[src/rtl/core_sequencer_rv32.sv]
// Multi-cycle RV32 instruction sequencer: fetch, decode, execute, memory and writeback,
// with a memory wait timeout and an absorbing error state.
module core_sequencer_rv32 #(
  parameter logic [31:0] PC_RESET = 32'h0000_0000,
  parameter int          TIMEOUT  = 15
) (
  input  logic        clock,
  input  logic        reset_n,
  input  logic        enable,
  input  logic        memory_ready,
  input  logic [31:0] memory_read_value,
  input  logic        is_load,
  input  logic        is_store,
  input  logic        writes_rd,
  input  logic        branch_taken,
  input  logic [31:0] branch_target,
  input  logic [31:0] load_store_address,
  output logic [31:0] pc,
  output logic [31:0] instruction,
  output logic [31:0] load_data,
  output logic [31:0] memory_read_address,
  output logic        read_enable,
  output logic        write_enable,
  output logic        register_write_enable,
  output logic        instruction_retired,
  output logic        bus_error,
  output logic [2:0]  state,
  output logic [31:0] retired_count
);

  typedef enum logic [2:0] {
    S_IDLE      = 3'd0,
    S_FETCH     = 3'd1,
    S_DECODE    = 3'd2,
    S_EXECUTE   = 3'd3,
    S_MEMORY    = 3'd4,
    S_WRITEBACK = 3'd5,
    S_ERROR     = 3'd6
  } state_t;

  localparam int CW = (TIMEOUT < 2) ? 1 : $clog2(TIMEOUT + 1);

  state_t          state_q;
  state_t          state_d;
  logic [CW-1:0]   wait_q;
  logic            wait_expired;
  logic            misaligned;

  assign wait_expired = (wait_q == CW'(TIMEOUT - 1));
  assign misaligned   = branch_taken && (branch_target[1:0] != 2'b00);
  assign bus_error    = (state_q == S_ERROR);
  assign state        = state_q;

  // Enables are decoded from the registered state, so an asynchronous reset drops them at once.
  always_comb begin
    state_d               = state_q;
    read_enable           = 1'b0;
    write_enable          = 1'b0;
    register_write_enable = 1'b0;
    instruction_retired   = 1'b0;
    memory_read_address   = pc;
    unique case (state_q)
      S_IDLE: begin
        if (enable) state_d = S_FETCH;
      end
      S_FETCH: begin
        read_enable = 1'b1;
        if (memory_ready)      state_d = S_DECODE;
        else if (wait_expired) state_d = S_ERROR;
      end
      S_DECODE: begin
        state_d = S_EXECUTE;
      end
      S_EXECUTE: begin
        state_d = (is_load || is_store) ? S_MEMORY : S_WRITEBACK;
      end
      S_MEMORY: begin
        // A load/store conflict resolves to a load: never write when reading.
        memory_read_address = load_store_address;
        read_enable         = is_load;
        write_enable        = is_store && !is_load;
        if (memory_ready)      state_d = S_WRITEBACK;
        else if (wait_expired) state_d = S_ERROR;
      end
      S_WRITEBACK: begin
        if (misaligned) begin
          state_d = S_ERROR;
        end else begin
          register_write_enable = writes_rd;
          instruction_retired   = 1'b1;
          state_d               = enable ? S_FETCH : S_IDLE;
        end
      end
      S_ERROR: begin
        state_d = S_ERROR;
      end
      default: begin
        state_d = S_ERROR;
      end
    endcase
  end

  always_ff @(posedge clock or negedge reset_n) begin
    if (!reset_n) begin
      state_q       <= S_IDLE;
      pc            <= PC_RESET;
      instruction   <= '0;
      load_data     <= '0;
      retired_count <= '0;
      wait_q        <= '0;
    end else begin
      state_q <= state_d;
      // Wait counter only runs while stalled on memory; any other cycle re-arms it.
      if ((state_q == S_FETCH || state_q == S_MEMORY) && !memory_ready)
        wait_q <= wait_q + 1'b1;
      else
        wait_q <= '0;
      if (state_q == S_FETCH && memory_ready)
        instruction <= memory_read_value;
      if (state_q == S_MEMORY && memory_ready && is_load)
        load_data <= memory_read_value;
      if (state_q == S_WRITEBACK && !misaligned) begin
        pc            <= branch_taken ? branch_target : pc + 32'd4;
        retired_count <= retired_count + 32'd1;
      end
    end
  end

endmodule

[config.mk]
export PLATFORM = sky130hd
export DESIGN_NAME = core_sequencer_rv32
export DESIGN_NICKNAME = d
export VERILOG_FILES = /design/src/rtl/core_sequencer_rv32.sv
export SDC_FILE = /design/constraint.sdc
export NUM_CORES = 1
export LEC_CHECK = 0
export BUFFER_PORTS_ARGS = -buffer_cell sky130_fd_sc_hd__clkbuf_2
export CAP_MARGIN = 20
export CELL_PAD_IN_SITES_DETAIL_PLACEMENT = 0
export CELL_PAD_IN_SITES_GLOBAL_PLACEMENT = 1
export CORE_MARGIN = 2
export CORE_UTILIZATION = 37
export CTS_BUF_LIST = sky130_fd_sc_hd__clkbuf_8 sky130_fd_sc_hd__clkbuf_16
export DETAILED_ROUTE_END_ITERATION = 16
export PLACE_DENSITY = 0.81
export SETUP_SLACK_MARGIN = 0.4
export SYNTH_ARGS = -nofsm -noshare
export SYNTH_HDL_FRONTEND = slang
export SYNTH_SLANG_ARGS = --single-unit
[constraint.sdc]
create_clock -name clock -period 2.7 [get_ports clock]
set_clock_uncertainty 0.05 [all_clocks]
set_input_delay 0.135 -clock clock [delete_from_list [all_inputs] [get_ports clock]]
set_output_delay 0.135 -clock clock [all_outputs]
set_load 0.01 [all_outputs]
# After elaboration in Yosys (flattened, before gate mapping)
# Index checks and enable logic that the tools add are counted.
[word_totals] ram_bits=0 latch_bits=0 romBits=0 mem_count=0 reg_bits=135 out_inout_bits=168
[op_classes] n_reduce_logical=14 shifts=0 n_mul=0 n_eq_ne=8 n_addsub=3 n_div=0 order_cmp=0 n_mux=17 bitwise=0
[ops] op="$mux W32" n=2
[ops] op="$add A32 B1 Y32 const B" n=1
[ops] op="$add A32 B3 Y32 const B" n=1
[ops] op="$pmux W3 S6" n=1
[ops] op="$mux W3" n=5
[ops] op="$eq A3 B3 Y1 const B" n=3
[ops] op="$logic_and A1 B1 Y1" n=7
[ops] op="$mux W1" n=7
[ops] op="$eq A3 B2 Y1 const B" n=2
[ops] op="$add A4 B1 Y4 const B" n=1
[ops] op="$eq A4 B4 Y1 const B" n=1
[ops] op="$mux W4" n=1
[ops] op="$eq A3 B1 Y1 const B" n=1
[ops] op="$logic_not A1 Y1" n=3
[ops] op="$logic_not A3 Y1" n=1
[ops] op="$logic_or A1 B1 Y1" n=2
[ops] op="$ne A2 B2 Y1 const B" n=1
[ops] op="$pmux W1 S2" n=1
[ops] op="$reduce_bool A2 Y1" n=1

# Depth between registers and ports, before layout
# Gate-level depths: netlist (run 1).
[logic_depth] ltp_word=4 depth_mapped=8

# Worst setup path after synthesis (run 1)
# OpenSTA, ideal clock, no wires.
[synth_timing] path_type="reg2reg" from="register pc[2]" to="register pc[28]" period_less_slack_ps=1956 setup_time_ps=123 arrival_time_ps=1784 path_slack_ps=744 required_time_ps=2527 path_stages_with_launch=7 cell_sequence="dfrtp_1 ha_1 nand3_1 or3_1 nor2_2 nand3_1 o221a_2"
[synth_via] elab_chain_cells=2
[synth_rtl] element="start, declared" line_no="18" rtl="output logic [31:0] pc,"
[synth_rtl] element="start signal, assigned" line_no="123" rtl="pc <= branch_taken ? branch_target : pc + 32'd4;"
[synth_rtl] element="$add A32 B3 Y32" line_no="123"
[synth_rtl] element="$mux W32" line_no="123"
# No other way between the ends.
# A chain may end at the register's enable or synchronous reset.

# Worst setup path after layout (run 1)
[layout_timing] from="register state_q[1] (netlist: state[1])" to="output memory_read_address[4]"
[layout_via] elab_chain_cells=2
[layout_rtl] element="start, declared" line_no="43" rtl="state_t state_q;"
[layout_rtl] element="start signal, assigned" line_no="112" rtl="state_q <= state_d;"
[layout_rtl] element="$eq A3 B3 Y1" line_no="62" rtl="unique case (state_q)"
[layout_rtl] element="$mux W32" line_no="62"
[layout_rtl] element="end, declared" line_no="21" rtl="output logic [31:0] memory_read_address,"
# No other way between the ends.

==> report_table.html, run 1 <==
<table>
<tr><th>Metric</th><th>Value</th></tr>
<tr><th colspan="2">Timing</th></tr>
<tr><td>Number of failing hold endpoints at the final stage</td><td>0</td></tr>
<tr><td>Tcrit/Tclk final</td><td>85.48%</td></tr>
<tr><td>Fin worst setup slack</td><td>0.3921 ns</td></tr>
<tr><td>Remaining max-slew budget at the tightest pin</td><td>59.74%</td></tr>
<tr><td>Final min period</td><td>2.308 ns</td></tr>
<tr><td>Number of pins with negative max-slew slack in the final report</td><td>0</td></tr>
<tr><td>Transition at the pin with the smallest max-transition slack</td><td>0.6040 ns</td></tr>
<tr><td>Setup-failing EPs final</td><td>0</td></tr>
<tr><td>RSZ-0062 raised after global routing</td><td>true</td></tr>
<tr><td>Setup total negative slack</td><td>0 ns</td></tr>
<tr><td>Maximum achievable frequency</td><td>433.3 MHz</td></tr>
<tr><th colspan="2">Run</th></tr>
<tr><td>Number of max-cap violations</td><td>0</td></tr>
<tr><th colspan="2">Clocking</th></tr>
<tr><td>Maximum clock insertion buffer count</td><td>2</td></tr>
<tr><td>H-tree depth</td><td>4</td></tr>
<tr><td>Number of buffers created by CTS</td><td>17</td></tr>
<tr><td>CTS root buffer</td><td>clkbuf_16</td></tr>
<tr><td>Source-to-sink clock delay at the later pin of the worst-skew pair</td><td>0.42 ns</td></tr>
<tr><td>Clock tree from TritonCTS</td><td>done</td></tr>
<tr><td>Clock net sink count</td><td>135</td></tr>
<tr><td>Post-CTS clock slew at the launch and capture registers of the worst setup and hold paths</td><td>0.06 ns</td></tr>
<tr><th colspan="2">Logic synthesis</th></tr>
<tr><td>Total nets after synthesis</td><td>703</td></tr>
<tr><td>Synthesized area divided by synthesized cell count</td><td>11.19 sq um</td></tr>
<tr><td>Number of flip-flops and latches in the synthesized netlist</td><td>135</td></tr>
<tr><td>Mapped cell area</td><td>6658 sq um</td></tr>
<tr><td>Area fraction of the dominant cell type after synthesis</td><td>50.74%</td></tr>
<tr><td>Synth unique cells</td><td>66</td></tr>
<tr><td>Largest cells by area after synthesis</td><td>dfrtp_1 (51%), mux2_2 (15%), a21oi_1 (2.4%)</td></tr>
<tr><td>Count of synthesis-stage warnings from yosys</td><td>0</td></tr>
<tr><td>Top post-synthesis cells by count</td><td>dfrtp_1 (135), mux2_2 (89), nand2_1 (38)</td></tr>
<tr><td>Post-synth top area cell</td><td>dfrtp_1</td></tr>
<tr><td>Primary FF master, synth</td><td>dfrtp_1</td></tr>
<tr><td>Cell count after synthesis</td><td>595</td></tr>
<tr><td>Register area share after synthesis</td><td>50.74%</td></tr>
<tr><td>Share of synthesized registers carrying an async set or reset</td><td>100.0%</td></tr>
<tr><td>Number of synthesized flops with an enable pin</td><td>0</td></tr>
<tr><td>Library cell with the highest instance count after synthesis</td><td>dfrtp_1</td></tr>
<tr><th colspan="2">Setup path</th></tr>
<tr><td>Sort of element at the end of the critical path</td><td>output port</td></tr>
<tr><td>Capture point of the worst reg-to-reg path</td><td>pc[30]</td></tr>
<tr><td>Required time reported for the critical path endpoint</td><td>2.52 ns</td></tr>
<tr><td>Worst endpoint data arrival time</td><td>2.12 ns</td></tr>
<tr><td>Crit path max fanout</td><td>5</td></tr>
<tr><td>Element type at the critical path start</td><td>flip-flop</td></tr>
<tr><td>Minimum setup slack among reg-to-reg paths</td><td>0.55 ns</td></tr>
<tr><td>Launch instance of the worst register-to-register path</td><td>pc[3]</td></tr>
<tr><td>Kind of critical path</td><td>flip-flop to output port</td></tr>
<tr><td>Path depth of the worst reg2reg path</td><td>6</td></tr>
<tr><th colspan="2">Place</th></tr>
<tr><td>Placed cells</td><td>1,085</td></tr>
<tr><td>Number of I/O port buffers</td><td>271</td></tr>
<tr><td>Standard cell area after detailed placement</td><td>8327 sq um</td></tr>
<tr><td>DPL Wire Length</td><td>13.82 mm</td></tr>
<tr><td>RD Place Congestion</td><td>0.8326</td></tr>
<tr><td>Pre-CTS setup slack</td><td>0.5160 ns</td></tr>
<tr><th colspan="2">Detailed routing</th></tr>
<tr><td>Pre-Repair DR Iteration Count</td><td>4</td></tr>
<tr><td>Routed via count divided by cell count</td><td>5.253</td></tr>
<tr><td>Total detailed-routing wirelength</td><td>20.76 mm</td></tr>
<tr><td>First DRT Iteration DRCs</td><td>258</td></tr>
<tr><td>DRC violation count after routing</td><td>0</td></tr>
<tr><td>Drt wl/cell</td><td>17.59 microns</td></tr>
<tr><td>Remaining number of nets flagged by the antenna check after routing</td><td>0</td></tr>
<tr><td>Total number of vias</td><td>6,199</td></tr>
<tr><th colspan="2">Cells and area</th></tr>
<tr><td>Nets</td><td>1,046</td></tr>
<tr><td>Fin cells</td><td>1,180</td></tr>
<tr><td>Diodes inserted</td><td>0</td></tr>
<tr><td>Post-route cell area</td><td>9898 sq um</td></tr>
<tr><td>Area taken by multi-input logic gates</td><td>3199 sq um</td></tr>
<tr><td>Synthesis-to-finish area growth</td><td>48.68%</td></tr>
<tr><td>FF+latch area</td><td>3381 sq um</td></tr>
<tr><td>Fill cells</td><td>1,551</td></tr>
<tr><td>Share of layout cells above drive strength 1</td><td>47.00%</td></tr>
<tr><th colspan="2">Global routing</th></tr>
<tr><td>Grt ovf</td><td>0</td></tr>
<tr><td>Wire length of the first global-routing pass</td><td>31.85 mm</td></tr>
<tr><td>Via count of the first global-routing pass</td><td>6,116</td></tr>
<tr><td>GRT Util Overall</td><td>20.54%</td></tr>
<tr><td>Largest net degree at the start of global routing</td><td>63</td></tr>
<tr><td>Number of antenna violations at the first check in global routing</td><td>0</td></tr>
<tr><th colspan="2">Hold path</th></tr>
<tr><td>Number of instances on the worst hold path</td><td>3</td></tr>
<tr><td>Hold Startpoint</td><td>branch_target[26]</td></tr>
<tr><td>End of the worst hold path</td><td>pc[26]</td></tr>
<tr><td>Hold/Removal Path Class</td><td>primary input to flip-flop</td></tr>
<tr><th colspan="2">Floorplan</th></tr>
<tr><td>Number of primary I/O pins</td><td>272</td></tr>
<tr><td>Initial Utilization</td><td>37.45%</td></tr>
<tr><td>Floorplan row count</td><td>49</td></tr>
<tr><td>Std-Cell Core Area</td><td>17,780 sq um</td></tr>
<tr><td>Chip width</td><td>138.1 microns</td></tr>
<tr><td>Die Area</td><td>19,080 sq um</td></tr>
<tr><td>Die Ht</td><td>138.1 microns</td></tr>
<tr><th colspan="2">Outcome</th></tr>
<tr><td>Outcome</td><td>complete, no violations</td></tr>
<tr><th colspan="2">Power and ir drop</th></tr>
<tr><td>PwrDens</td><td>1060 nW/um^2</td></tr>
<tr><td>Leakage power</td><td>4.803 nW</td></tr>
<tr><td>Worst VDD drop</td><td>0.5935 mV</td></tr>
</table>
-- flip-flops by register name, indices dropped and copies added, names as in the netlist --
| signal | flops |
|---|---|
| state | 3 |
| wait_q | 4 |
| instruction | 32 |
| retired_count | 32 |
| load_data | 32 |
| pc | 32 |
-- worst max-delay path, stage by stage, from the launching register on --
cell and delay, ns:
dfrtp_1 0.39, buf_6 0.13, nand2b_4 0.15, nor2_4 0.24
buf_6 0.17, clkbuf_16 0.16, mux2_2 0.33, clkbuf_2 0.13
-- final cells by class --
type / count / area share (%)
flip-flops and latches: 135 / 34.15
clock inverters: 15 / 1.909
repair buffers: 353 / 23.79
well taps: 229 / 2.895
clock buffers: 17 / 4.298
inverters: 16 / 0.6320
multi-input cells: 415 / 32.32
-- through the flow --
step / utilization (%) / power, mW / hold WS, ns
after floorplan: - / 5.482 / -0.2106
after global placement: 46.83 / 7.104 / 0.1139
after detailed placement: 46.83 / 7.165 / 0.1166
after CTS: 53.29 / 9.708 / 0.001588
after global routing: 55.67 / 11.07 / 0.005325
final: 55.67 / 10.49 / 0.02066
-- worst max-delay path by stage --
| stage | from | endpoint | slack (ns) | depth (start not counted) |
|---|---|---|---|---|
| 3_3_place_gp | pc[2] | pc[30] | 0.56 | 6 |
| 5_1_grt | state[1] | memory_read_address[12] | 0.34 | 7 |
| 2_1_floorplan | pc[2] | pc[28] | 0.74 | 6 |
| 4_1_cts | state[2] | instruction_retired | 0.41 | 5 |
| 3_5_place_dp | pc[3] | pc[30] | 0.52 | 6 |
| 6_report | state[1] | memory_read_address[4] | 0.39 | 7 |
-- cell usage in the layout, fill, tap and decap left out, drive strengths merged, types with 3 or more instances in the layout --
master         n
a21oi         32
a221o          3
a311o          3
and2           3
and3           7
buf           52
bufinv         3
clkbuf       266
clkinvlp       4
dfrtp        135
dlygate4sd3   52
ha             4
inv           22
mux2          90
mux2i          6
nand2         39
nand3         25
nand4         24
nor2          34
nor2b          3
nor3          20
nor4           7
o21ai         19
o21bai         3
o22a           4
o22ai         12
o31ai          3
or3            7
xnor2         18
xor2          15
-- cells by family (layout without fill, tap and decap cells) --
kind of cell,Yosys count,in the layout,share of synthesized area [%]
flip-flops,135,135,50.74
AO/OA/AOI/OAI,100,100,9.829
multiplexers,96,96,16.12
buffers and inverters,45,401,2.950
AND/OR/NAND/NOR,182,182,15.26
XOR/XNOR,33,33,4.341
adder cells (fa/ha/maj),4,4,0.7518
-- per-layer routing --
layer | part of all wire, % | global-route usage [%] | vias up
li1 | - | - | 2863
met1 | 41 | 25.77 | 3039
met2 | 51 | 35.25 | 260
met3 | 5.4 | 3.914 | 37
met4 | 2.6 | 7.895 | 0
met5 | 0 | 0 | -
-- power breakdown --
group / switching [mW] / leakage [nW] / internal (mW)
combinational: 2.15 / 2.83 / 2.43
sequential: 0.733 / 1.68 / 2.75
clock: 0.951 / 0.289 / 1.47
total: 3.84 / 4.80 / 6.65
-- repair_timing --
item,CTS,global route
resized for setup,3,85
pin swaps,0,1
endpoints found under the hold margin,142,0
endpoints found under the setup margin,26,30
cloned,0,4
buffers inserted,0,7
hold buffers,52,0
Note: power is estimated with default switching activity, not from simulation.
==> run 2, diff against run 1 <==
clock period = 2.6 ns   (was 2.7 ns; I/O delays follow)
==> run 2 against run 1 <==
  * First-iteration DRC count shrank 8.1%
  * Non-clock buffer count grew 5
  * Combinational power shrank 5.9%
  * Setup slack gained 0.072 ns
  * Via count shrank 1.7%
  * Worst hold slack gained 0.019 ns
  * Sequential share of layout area grew 0.48 points
  * Routed wire length shrank 3.4%
  * Register-to-register slack lost 0.04 ns
  * Die area is the same
  * Final area shrank 1.3%
==> report_table.html, run 2 (synthesized netlist as in run 1, its figures left out) <==
<table>
<tr><th>Metric</th><th>Value</th></tr>
<tr><th colspan="2">Global routing</th></tr>
<tr><td>Number of antenna violations at the first check in global routing</td><td>0 (unchanged)</td></tr>
<tr><td>Via count of the first global-routing pass</td><td>6,171 (+0.90%)</td></tr>
<tr><td>Wire length of the first global-routing pass</td><td>32.40 mm (+1.7%)</td></tr>
<tr><td>GRT Util Overall</td><td>21.10% (+0.56 points)</td></tr>
<tr><td>Grt ovf</td><td>0 (unchanged)</td></tr>
<tr><td>Largest net degree at the start of global routing</td><td>72 (+14%)</td></tr>
<tr><th colspan="2">Place</th></tr>
<tr><td>Placed cells</td><td>1,084 (-0.092%)</td></tr>
<tr><td>RD Place Congestion</td><td>0.8265 (-0.73%)</td></tr>
<tr><td>DPL Wire Length</td><td>13.87 mm (+0.36%)</td></tr>
<tr><td>Pre-CTS setup slack</td><td>0.4226 ns (-0.09342 ns)</td></tr>
<tr><td>Number of I/O port buffers</td><td>271 (unchanged)</td></tr>
<tr><th colspan="2">Detailed routing</th></tr>
<tr><td>Drt wl/cell</td><td>16.92 microns (-3.8%)</td></tr>
<tr><td>Total number of vias</td><td>6,095 (-1.7%)</td></tr>
<tr><td>First DRT Iteration DRCs</td><td>237 (-8.1%)</td></tr>
<tr><td>Total detailed-routing wirelength</td><td>20.06 mm (-3.4%)</td></tr>
<tr><td>Remaining number of nets flagged by the antenna check after routing</td><td>0 (unchanged)</td></tr>
<tr><td>Routed via count divided by cell count</td><td>5.143 (-2.1%)</td></tr>
<tr><td>Pre-Repair DR Iteration Count</td><td>5 (+1)</td></tr>
<tr><td>DRC violation count after routing</td><td>0 (unchanged)</td></tr>
<tr><th colspan="2">Timing</th></tr>
<tr><td>Setup total negative slack</td><td>0 ns (unchanged)</td></tr>
<tr><td>Worst hold slack after final layout</td><td>0.03983 ns (+0.01917 ns)</td></tr>
<tr><td>Transition at the pin with the smallest max-transition slack</td><td>0.6959 ns (+0.09199 ns)</td></tr>
<tr><td>RSZ-0062 raised after global routing</td><td>true</td></tr>
<tr><td>Remaining max-slew budget at the tightest pin</td><td>53.60% (-6.1 points)</td></tr>
<tr><td>Final min period</td><td>2.136 ns</td></tr>
<tr><td>Fin worst setup slack</td><td>0.4640 ns (+0.07187 ns)</td></tr>
<tr><td>Tcrit/Tclk final</td><td>82.15%</td></tr>
<tr><td>Setup-failing EPs final</td><td>0 (unchanged)</td></tr>
<tr><td>Number of pins with negative max-slew slack in the final report</td><td>0 (unchanged)</td></tr>
<tr><td>Maximum achievable frequency</td><td>468.2 MHz</td></tr>
<tr><td>Number of failing hold endpoints at the final stage</td><td>0 (unchanged)</td></tr>
<tr><th colspan="2">Floorplan</th></tr>
<tr><td>Std-Cell Core Area</td><td>17,780 sq um (unchanged)</td></tr>
<tr><td>Chip width</td><td>138.1 microns (unchanged)</td></tr>
<tr><td>Die Ht</td><td>138.1 microns (unchanged)</td></tr>
<tr><td>Initial Utilization</td><td>37.45% (unchanged)</td></tr>
<tr><td>Number of primary I/O pins</td><td>272 (unchanged)</td></tr>
<tr><td>Die Area</td><td>19,080 sq um (unchanged)</td></tr>
<tr><td>Floorplan row count</td><td>49 (unchanged)</td></tr>
<tr><th colspan="2">Run</th></tr>
<tr><td>Number of max-cap violations</td><td>0 (unchanged)</td></tr>
<tr><th colspan="2">Setup path</th></tr>
<tr><td>Element type at the critical path start</td><td>flip-flop</td></tr>
<tr><td>Sort of element at the end of the critical path</td><td>output port</td></tr>
<tr><td>Required time reported for the critical path endpoint</td><td>2.42 ns (-0.10 ns)</td></tr>
<tr><td>Crit path cell chain</td><td>buf_6, nand2b_4, nor2_4, buf_12, clkbuf_16, mux2_4, buf_6</td></tr>
<tr><td>Crit path max fanout</td><td>5 (unchanged)</td></tr>
<tr><td>Cell type with the highest occurrence count on the critical path</td><td>buf_6</td></tr>
<tr><td>Worst endpoint data arrival time</td><td>1.96 ns (-0.16 ns)</td></tr>
<tr><td>Kind of critical path</td><td>flip-flop to output port</td></tr>
<tr><td>Worst stage delay on the critical path</td><td>0.40 ns (about the same)</td></tr>
<tr><td>Worst path slowest cell</td><td>dfrtp_1</td></tr>
<tr><th colspan="2">Power and ir drop</th></tr>
<tr><td>Power share of the clock group</td><td>23.8% (+0.7 points)</td></tr>
<tr><td>Comb pwr share</td><td>41.4% (-2.3 points)</td></tr>
<tr><td>Post-layout power</td><td>10.40 mW (-0.87%)</td></tr>
<tr><td>Switching power share of the total</td><td>37.27% (+0.69 points)</td></tr>
<tr><td>Net Sw Power</td><td>3.876 mW (+1.0%)</td></tr>
<tr><td>Fraction of power consumed by sequential logic</td><td>34.7% (+1.5 points)</td></tr>
<tr><td>Worst VDD drop</td><td>0.5327 mV (-10%)</td></tr>
<tr><td>Internal Dissipation</td><td>6.524 mW (-1.9%)</td></tr>
<tr><td>Leakage power</td><td>4.731 nW (-1.5%)</td></tr>
<tr><td>PwrDens</td><td>1065 nW/um^2 (+0.45%)</td></tr>
<tr><th colspan="2">Clocking</th></tr>
<tr><td>Maximum clock insertion buffer count</td><td>2 (unchanged)</td></tr>
<tr><td>Source-to-sink clock delay at the later pin of the worst-skew pair</td><td>0.43 ns (about the same)</td></tr>
<tr><td>Clock tree from TritonCTS</td><td>done</td></tr>
<tr><td>H-tree depth</td><td>4 (unchanged)</td></tr>
<tr><td>CTS root buffer</td><td>clkbuf_16</td></tr>
<tr><td>Clock net sink count</td><td>135 (unchanged)</td></tr>
<tr><td>Number of buffers created by CTS</td><td>17 (unchanged)</td></tr>
<tr><td>Post-CTS clock slew at the launch and capture registers of the worst setup and hold paths</td><td>0.07 ns (about the same)</td></tr>
<tr><th colspan="2">Cells and area</th></tr>
<tr><td>Fin cells</td><td>1,185 (+0.42%)</td></tr>
<tr><td>Diodes inserted</td><td>0 (unchanged)</td></tr>
<tr><td>Most common library cell in the layout ignoring fill and taps</td><td>clkbuf_2</td></tr>
<tr><td>Most frequent cells in the layout</td><td>clkbuf_2 (260), dfrtp_1 (131), mux2_2 (82)</td></tr>
<tr><td>Nets</td><td>1,051 (+0.48%)</td></tr>
<tr><td>Share of layout cells above drive strength 1</td><td>47.07% (+0.068 points)</td></tr>
<tr><td>Synthesis-to-finish area growth</td><td>46.72%</td></tr>
<tr><th colspan="2">Hold path</th></tr>
<tr><td>Hold/Removal Path Class</td><td>primary input to flip-flop</td></tr>
<tr><th colspan="2">Outcome</th></tr>
<tr><td>Outcome</td><td>complete, no violations</td></tr>
</table>
[run 2: changes by cell type in the layout (fill, tap and decap cells not counted), moves of 3 or more]
cell           previous run  this run
mux2_2                   65        82
clkbuf_2                246       260
mux2_4                   24         7
buf_2                     0         3
dlygate4sd3_1            52        57
buf_6                    28        10
[run 2: critical path, delay by kind of cell, from the launching register on]
kind          cells  cell delay, ns
buf+inv           4            0.54
flops             1            0.40
mux               1            0.30
simple gates      2            0.30
[run 2: power groups by stage]
stage,Clock [mW],Combinational [mW],Sequential [mW]
final,2.48,4.31,3.61
after detailed placement,0,3.82,3.63
after floorplan,0,1.89,3.80
after global placement,0,3.79,3.59
after global routing,2.61,4.64,3.74
after CTS,2.52,4.10,3.60
[run 2: worst paths after layout]
kind / from / slack [ns] / to / depth (start not counted)
setup / recovery: state[1] / 0.46 / memory_read_address[22] / 7
min in group asynchronous: reset_n / 0.28 / load_data[26] / 2
hold / removal: branch_target[14] / 0.04 / pc[14] / 4
max in group asynchronous: reset_n / 1.49 / retired_count[17] / 3
setup reg to reg: pc[8] / 0.51 / pc[31] / 5
hold reg to reg: retired_count[31] / 0.43 / retired_count[31] / 1
[run 2: final cells by class]
type | instances | area (sq um)
well taps | 229 | 286.5
clock inverters | 15 | 185.2
clock buffers | 17 | 425.4
multi-input cells | 415 | 3141
inverters | 16 | 62.56
fillers | 1570 | 8011
repair buffers | 358 | 2285
flip-flops and latches | 135 | 3383
[run 2: what timing repair did]
| item | in CTS | in global routing |
|---|---|---|
| gates cloned | 1 | 1 |
| pin swaps | 1 | 3 |
| hold endpoints to repair | 157 | 0 |
| resized for setup | 9 | 30 |
| setup buffers | 4 | 6 |
| setup endpoints to repair | 35 | 40 |
| hold buffers | 57 | 0 |
[run 2: routing by layer]
metal  vias up  track usage [%]  part of all wire [%]
met3        42            5.161                   5.4
met5         -                0                     0
met4         0            8.110                   2.6
li1       2887                -                     -
met2       229            36.27                    51
met1      2937            25.69                    41
[run 2: through the flow]
stage / utilization (%) / cell area [sq um]
finish: 54.94 / 9768
global route: 54.94 / 9768
CTS: 54.06 / 9612
detailed placement: 46.86 / 8332
global placement: 46.86 / 8332
floorplan: - / 6658
==> run 3, diff against run 2 <==
ABC_AREA = 1   (was not set)
CORE_UTILIZATION = 35   (was 37)
clock period = 2.2 ns   (was 2.6 ns; I/O delays follow)
==> run 3 against run 2 <==
  * Final area rose by 15%
  * Critical path type unchanged
  * Count of clock-buffer cells in the layout increased by 2
  * Flip-flop and latch count stayed put
  * Routed wire length rose by 36%
  * First-iteration DRC count is 66% higher
  * Worst hold slack got worse by 0.014 ns
  * Sequential share of layout area decreased by 4.5 points
  * Clock power up 16%
  * Synthesized cell count is 78% higher
  * Highest routed layer unchanged
  * Setup slack got worse by 0.16 ns
  * Synthesized area grew 13%
==> report_table.html, run 3 <==
<table>
<tr><th>Metric</th><th>Value</th></tr>
<tr><th colspan="2">Clocking</th></tr>
<tr><td>Source-to-sink clock delay at the later pin of the worst-skew pair</td><td>0.42 ns (about the same)</td></tr>
<tr><td>Clock net sink count</td><td>135 (unchanged)</td></tr>
<tr><td>Post-CTS clock slew at the launch and capture registers of the worst setup and hold paths</td><td>0.06 ns (about the same)</td></tr>
<tr><td>CTS root buffer</td><td>clkbuf_16</td></tr>
<tr><td>Number of buffers created by CTS</td><td>17 (unchanged)</td></tr>
<tr><td>Maximum clock insertion buffer count</td><td>2 (unchanged)</td></tr>
<tr><td>Clock tree from TritonCTS</td><td>done</td></tr>
<tr><td>H-tree depth</td><td>4 (unchanged)</td></tr>
<tr><th colspan="2">Logic synthesis</th></tr>
<tr><td>Number of flip-flops and latches in the synthesized netlist</td><td>135 (unchanged)</td></tr>
<tr><td>Mapped cell area</td><td>7508 sq um (+13%)</td></tr>
<tr><td>Top post-synthesis cells by count</td><td>nand2_1 (398), dfrtp_1 (135), nor2_1 (121)</td></tr>
<tr><td>Synth unique cells</td><td>34 (-48%)</td></tr>
<tr><td>Register area share after synthesis</td><td>44.99% (-5.7 points)</td></tr>
<tr><td>Post-synth top area cell</td><td>dfrtp_1</td></tr>
<tr><td>Library cell with the highest instance count after synthesis</td><td>nand2_1</td></tr>
<tr><td>Area fraction of the dominant cell type after synthesis</td><td>44.99% (-5.7 points)</td></tr>
<tr><td>Total nets after synthesis</td><td>1,169 (+66%)</td></tr>
<tr><td>Cell count after synthesis</td><td>1,061 (+78%)</td></tr>
<tr><td>Number of synthesized flops with an enable pin</td><td>0 (unchanged)</td></tr>
<tr><td>Synthesized area divided by synthesized cell count</td><td>7.077 sq um (-37%)</td></tr>
<tr><td>Count of synthesis-stage warnings from yosys</td><td>0 (unchanged)</td></tr>
<tr><td>Share of synthesized registers carrying an async set or reset</td><td>100.0% (unchanged)</td></tr>
<tr><td>Primary FF master, synth</td><td>dfrtp_1</td></tr>
<tr><td>Largest cells by area after synthesis</td><td>dfrtp_1 (45%), nand2_1 (20%), o21ai_0 (6.7%)</td></tr>
<tr><th colspan="2">Detailed routing</th></tr>
<tr><td>Routed via count divided by cell count</td><td>4.765 (-7.4%)</td></tr>
<tr><td>Remaining number of nets flagged by the antenna check after routing</td><td>0 (unchanged)</td></tr>
<tr><td>DRC violation count after routing</td><td>0 (unchanged)</td></tr>
<tr><td>Pre-Repair DR Iteration Count</td><td>5 (unchanged)</td></tr>
<tr><td>Total detailed-routing wirelength</td><td>27.28 mm (+36%)</td></tr>
<tr><td>Total number of vias</td><td>8,219 (+35%)</td></tr>
<tr><td>First DRT Iteration DRCs</td><td>394 (+66%)</td></tr>
<tr><td>Drt wl/cell</td><td>15.82 microns (-6.6%)</td></tr>
<tr><th colspan="2">Hold path</th></tr>
<tr><td>Hold/Removal Path Class</td><td>primary input to flip-flop</td></tr>
<tr><td>Number of instances on the worst hold path</td><td>7 (+3)</td></tr>
<tr><th colspan="2">Power and ir drop</th></tr>
<tr><td>Leakage power</td><td>5.864 nW (+24%)</td></tr>
<tr><td>PwrDens</td><td>534.3 nW/um^2 (-50%)</td></tr>
<tr><td>Worst VDD drop</td><td>0.4854 mV (-8.9%)</td></tr>
<tr><th colspan="2">Setup path</th></tr>
<tr><td>Element type at the critical path start</td><td>flip-flop</td></tr>
<tr><td>Required time reported for the critical path endpoint</td><td>2.04 ns (-0.38 ns)</td></tr>
<tr><td>Sort of element at the end of the critical path</td><td>output port</td></tr>
<tr><td>Kind of critical path</td><td>flip-flop to output port</td></tr>
<tr><td>Path depth of the worst reg2reg path</td><td>10 (+5)</td></tr>
<tr><td>Worst endpoint data arrival time</td><td>1.74 ns (-0.22 ns)</td></tr>
<tr><td>Crit path max fanout</td><td>15 (+10)</td></tr>
<tr><th colspan="2">Floorplan</th></tr>
<tr><td>Die Area</td><td>22,640 sq um (+19%)</td></tr>
<tr><td>Floorplan row count</td><td>53 (+8.2%)</td></tr>
<tr><td>Number of primary I/O pins</td><td>272 (unchanged)</td></tr>
<tr><td>Std-Cell Core Area</td><td>21,020 sq um (+18%)</td></tr>
<tr><td>Die Ht</td><td>150.5 microns (+8.9%)</td></tr>
<tr><td>Chip width</td><td>150.5 microns (+8.9%)</td></tr>
<tr><td>Initial Utilization</td><td>35.72% (-1.7 points)</td></tr>
<tr><th colspan="2">Timing</th></tr>
<tr><td>Transition at the pin with the smallest max-transition slack</td><td>0.9840 ns (+0.2880 ns)</td></tr>
<tr><td>Number of failing hold endpoints at the final stage</td><td>0 (unchanged)</td></tr>
<tr><td>Number of pins with negative max-slew slack in the final report</td><td>0 (unchanged)</td></tr>
<tr><td>Maximum achievable frequency</td><td>526.3 MHz</td></tr>
<tr><td>Final min period</td><td>1.900 ns</td></tr>
<tr><td>Setup-failing EPs final</td><td>0 (unchanged)</td></tr>
<tr><td>Remaining max-slew budget at the tightest pin</td><td>33.96% (-20 points)</td></tr>
<tr><td>Setup total negative slack</td><td>0 ns (unchanged)</td></tr>
<tr><td>RSZ-0062 raised after global routing</td><td>true</td></tr>
<tr><td>Tcrit/Tclk final</td><td>86.36%</td></tr>
<tr><th colspan="2">Cells and area</th></tr>
<tr><td>Diodes inserted</td><td>0 (unchanged)</td></tr>
<tr><td>Share of layout cells above drive strength 1</td><td>31.38% (-16 points)</td></tr>
<tr><td>Post-route cell area</td><td>11,260 sq um (+15%)</td></tr>
<tr><td>Fill cells</td><td>2,001 (+27%)</td></tr>
<tr><td>Nets</td><td>1,546 (+47%)</td></tr>
<tr><td>Synthesis-to-finish area growth</td><td>49.99%</td></tr>
<tr><td>Finished Core Util</td><td>53.57% (-1.4 points)</td></tr>
<tr><td>Most common library cell in the layout ignoring fill and taps</td><td>nand2_1</td></tr>
<tr><td>Most frequent cells in the layout</td><td>nand2_1 (377), clkbuf_2 (238), dfrtp_1 (124)</td></tr>
<tr><th colspan="2">Run</th></tr>
<tr><td>Number of max-cap violations</td><td>0 (unchanged)</td></tr>
<tr><th colspan="2">Outcome</th></tr>
<tr><td>Outcome</td><td>complete, no violations</td></tr>
<tr><th colspan="2">Place</th></tr>
<tr><td>Number of I/O port buffers</td><td>271 (unchanged)</td></tr>
<tr><td>DPL Wire Length</td><td>18.48 mm (+33%)</td></tr>
<tr><td>Standard cell area after detailed placement</td><td>9169 sq um (+10%)</td></tr>
<tr><td>RD Place Congestion</td><td>0.8825 (+6.8%)</td></tr>
<tr><th colspan="2">Global routing</th></tr>
<tr><td>Number of antenna violations at the first check in global routing</td><td>0 (unchanged)</td></tr>
<tr><td>Grt ovf</td><td>0 (unchanged)</td></tr>
<tr><td>Largest net degree at the start of global routing</td><td>66 (-8.3%)</td></tr>
<tr><td>Via count of the first global-routing pass</td><td>7,767 (+26%)</td></tr>
<tr><td>Wire length of the first global-routing pass</td><td>41.66 mm (+29%)</td></tr>
<tr><td>GRT Util Overall</td><td>23.97% (+2.9 points)</td></tr>
</table>
[run 3: cell types whose count changed after synthesis, sizes merged, moves of 23 or more]
cell	previous run	this run
inv	16	117
nor2	34	136
a21oi	32	9
nand2	39	403
mux2	90	0
o21ai	19	116
nand3	25	49
[run 3: power breakdown]
| part | internal, mW | total [mW] | switching (mW) |
|---|---|---|---|
| sequential | 2.54 | 2.60 | 0.0627 |
| combinational | 0.253 | 0.547 | 0.294 |
| clock | 1.65 | 2.87 | 1.22 |
[run 3: final timing paths]
check / startpoint / to / slack, ns
hold reg to reg: load_data[8] / load_data[8] / 0.43
hold / removal: branch_target[13] / pc[13] / 0.03
setup reg to reg: state[1] / pc[7] / 0.36
min in group asynchronous: reset_n / pc[20] / 0.16
max in group asynchronous: reset_n / pc[31] / 1.15
setup / recovery: state[0] / memory_read_address[15] / 0.30
[run 3: layout make-up]
cell class | count | area, sq um | area share (%)
multi-input combinational | 777 | 3810 | 33.83
sequential | 135 | 3392 | 30.12
timing repair buffer | 390 | 2690 | 23.89
clock buffer | 19 | 452.9 | 4.022
inverter | 117 | 444.2 | 3.944
tap | 275 | 344.1 | 3.055
clock inverter | 12 | 128.9 | 1.144
[run 3: kinds of logic (layout without fill, tap and decap cells)]
kind of cell,after synthesis,after routing,share of synthesized area (%)
DFF,135,135,44.99
xor gates and xnor gates,19,19,2.216
buffers and inverters,150,538,8.465
and+or+nand+nor,609,610,33.48
AOI/OAI and AO/OA,144,144,10.18
adders and majority gates,4,4,0.6666
[run 3: worst max-delay path: stages (launching register included)]
cell,delay [ns]
dfrtp_2,0.44
nor2_4,0.13
nand2_4,0.06
clkinv_4,0.06
buf_12,0.11
buf_4,0.15
buf_16,0.16
o21ai_1,0.07
buf_2,0.14
[run 3: routing by layer]
| layer | vias to the layer above | wire (microns) | track usage, % | share of wire [%] |
|---|---|---|---|---|
| li1 | 4084 | - | - | - |
| met1 | 3812 | 12130 | 32.07 | 44 |
| met2 | 309 | 12640 | 38.52 | 46 |
| met3 | 14 | 2275 | 6.576 | 8.3 |
| met4 | 0 | 239 | 5.943 | 0.88 |
| met5 | - | 0 | 0 | 0 |
[run 3: through the flow]
stage | instances | worst slack [ns] | total power [mW] | hold WS [ns]
after floorplan | 1061 | 0.6132 | 2.788 | -0.2356
after global placement | 1589 | 0.2900 | 3.077 | 0.05387
after detailed placement | 1589 | 0.2588 | 3.081 | 0.05111
after CTS | 1701 | 0.3160 | 6.056 | 0.008819
after global routing | 1725 | 0.2343 | 6.268 | 0.07136
final | 1725 | 0.3000 | 6.017 | 0.02613
[run 3: repair_timing]
| item | 4_1_cts | 5_1_grt |
|---|---|---|
| pin swaps | 4 | 34 |
| hold buffers | 61 | 0 |
| setup endpoints to repair | 42 | 109 |
| gates resized for setup | 56 | 125 |
| hold endpoints to repair | 138 | 0 |
| setup buffers | 15 | 21 |
| gates cloned | 5 | 3 |
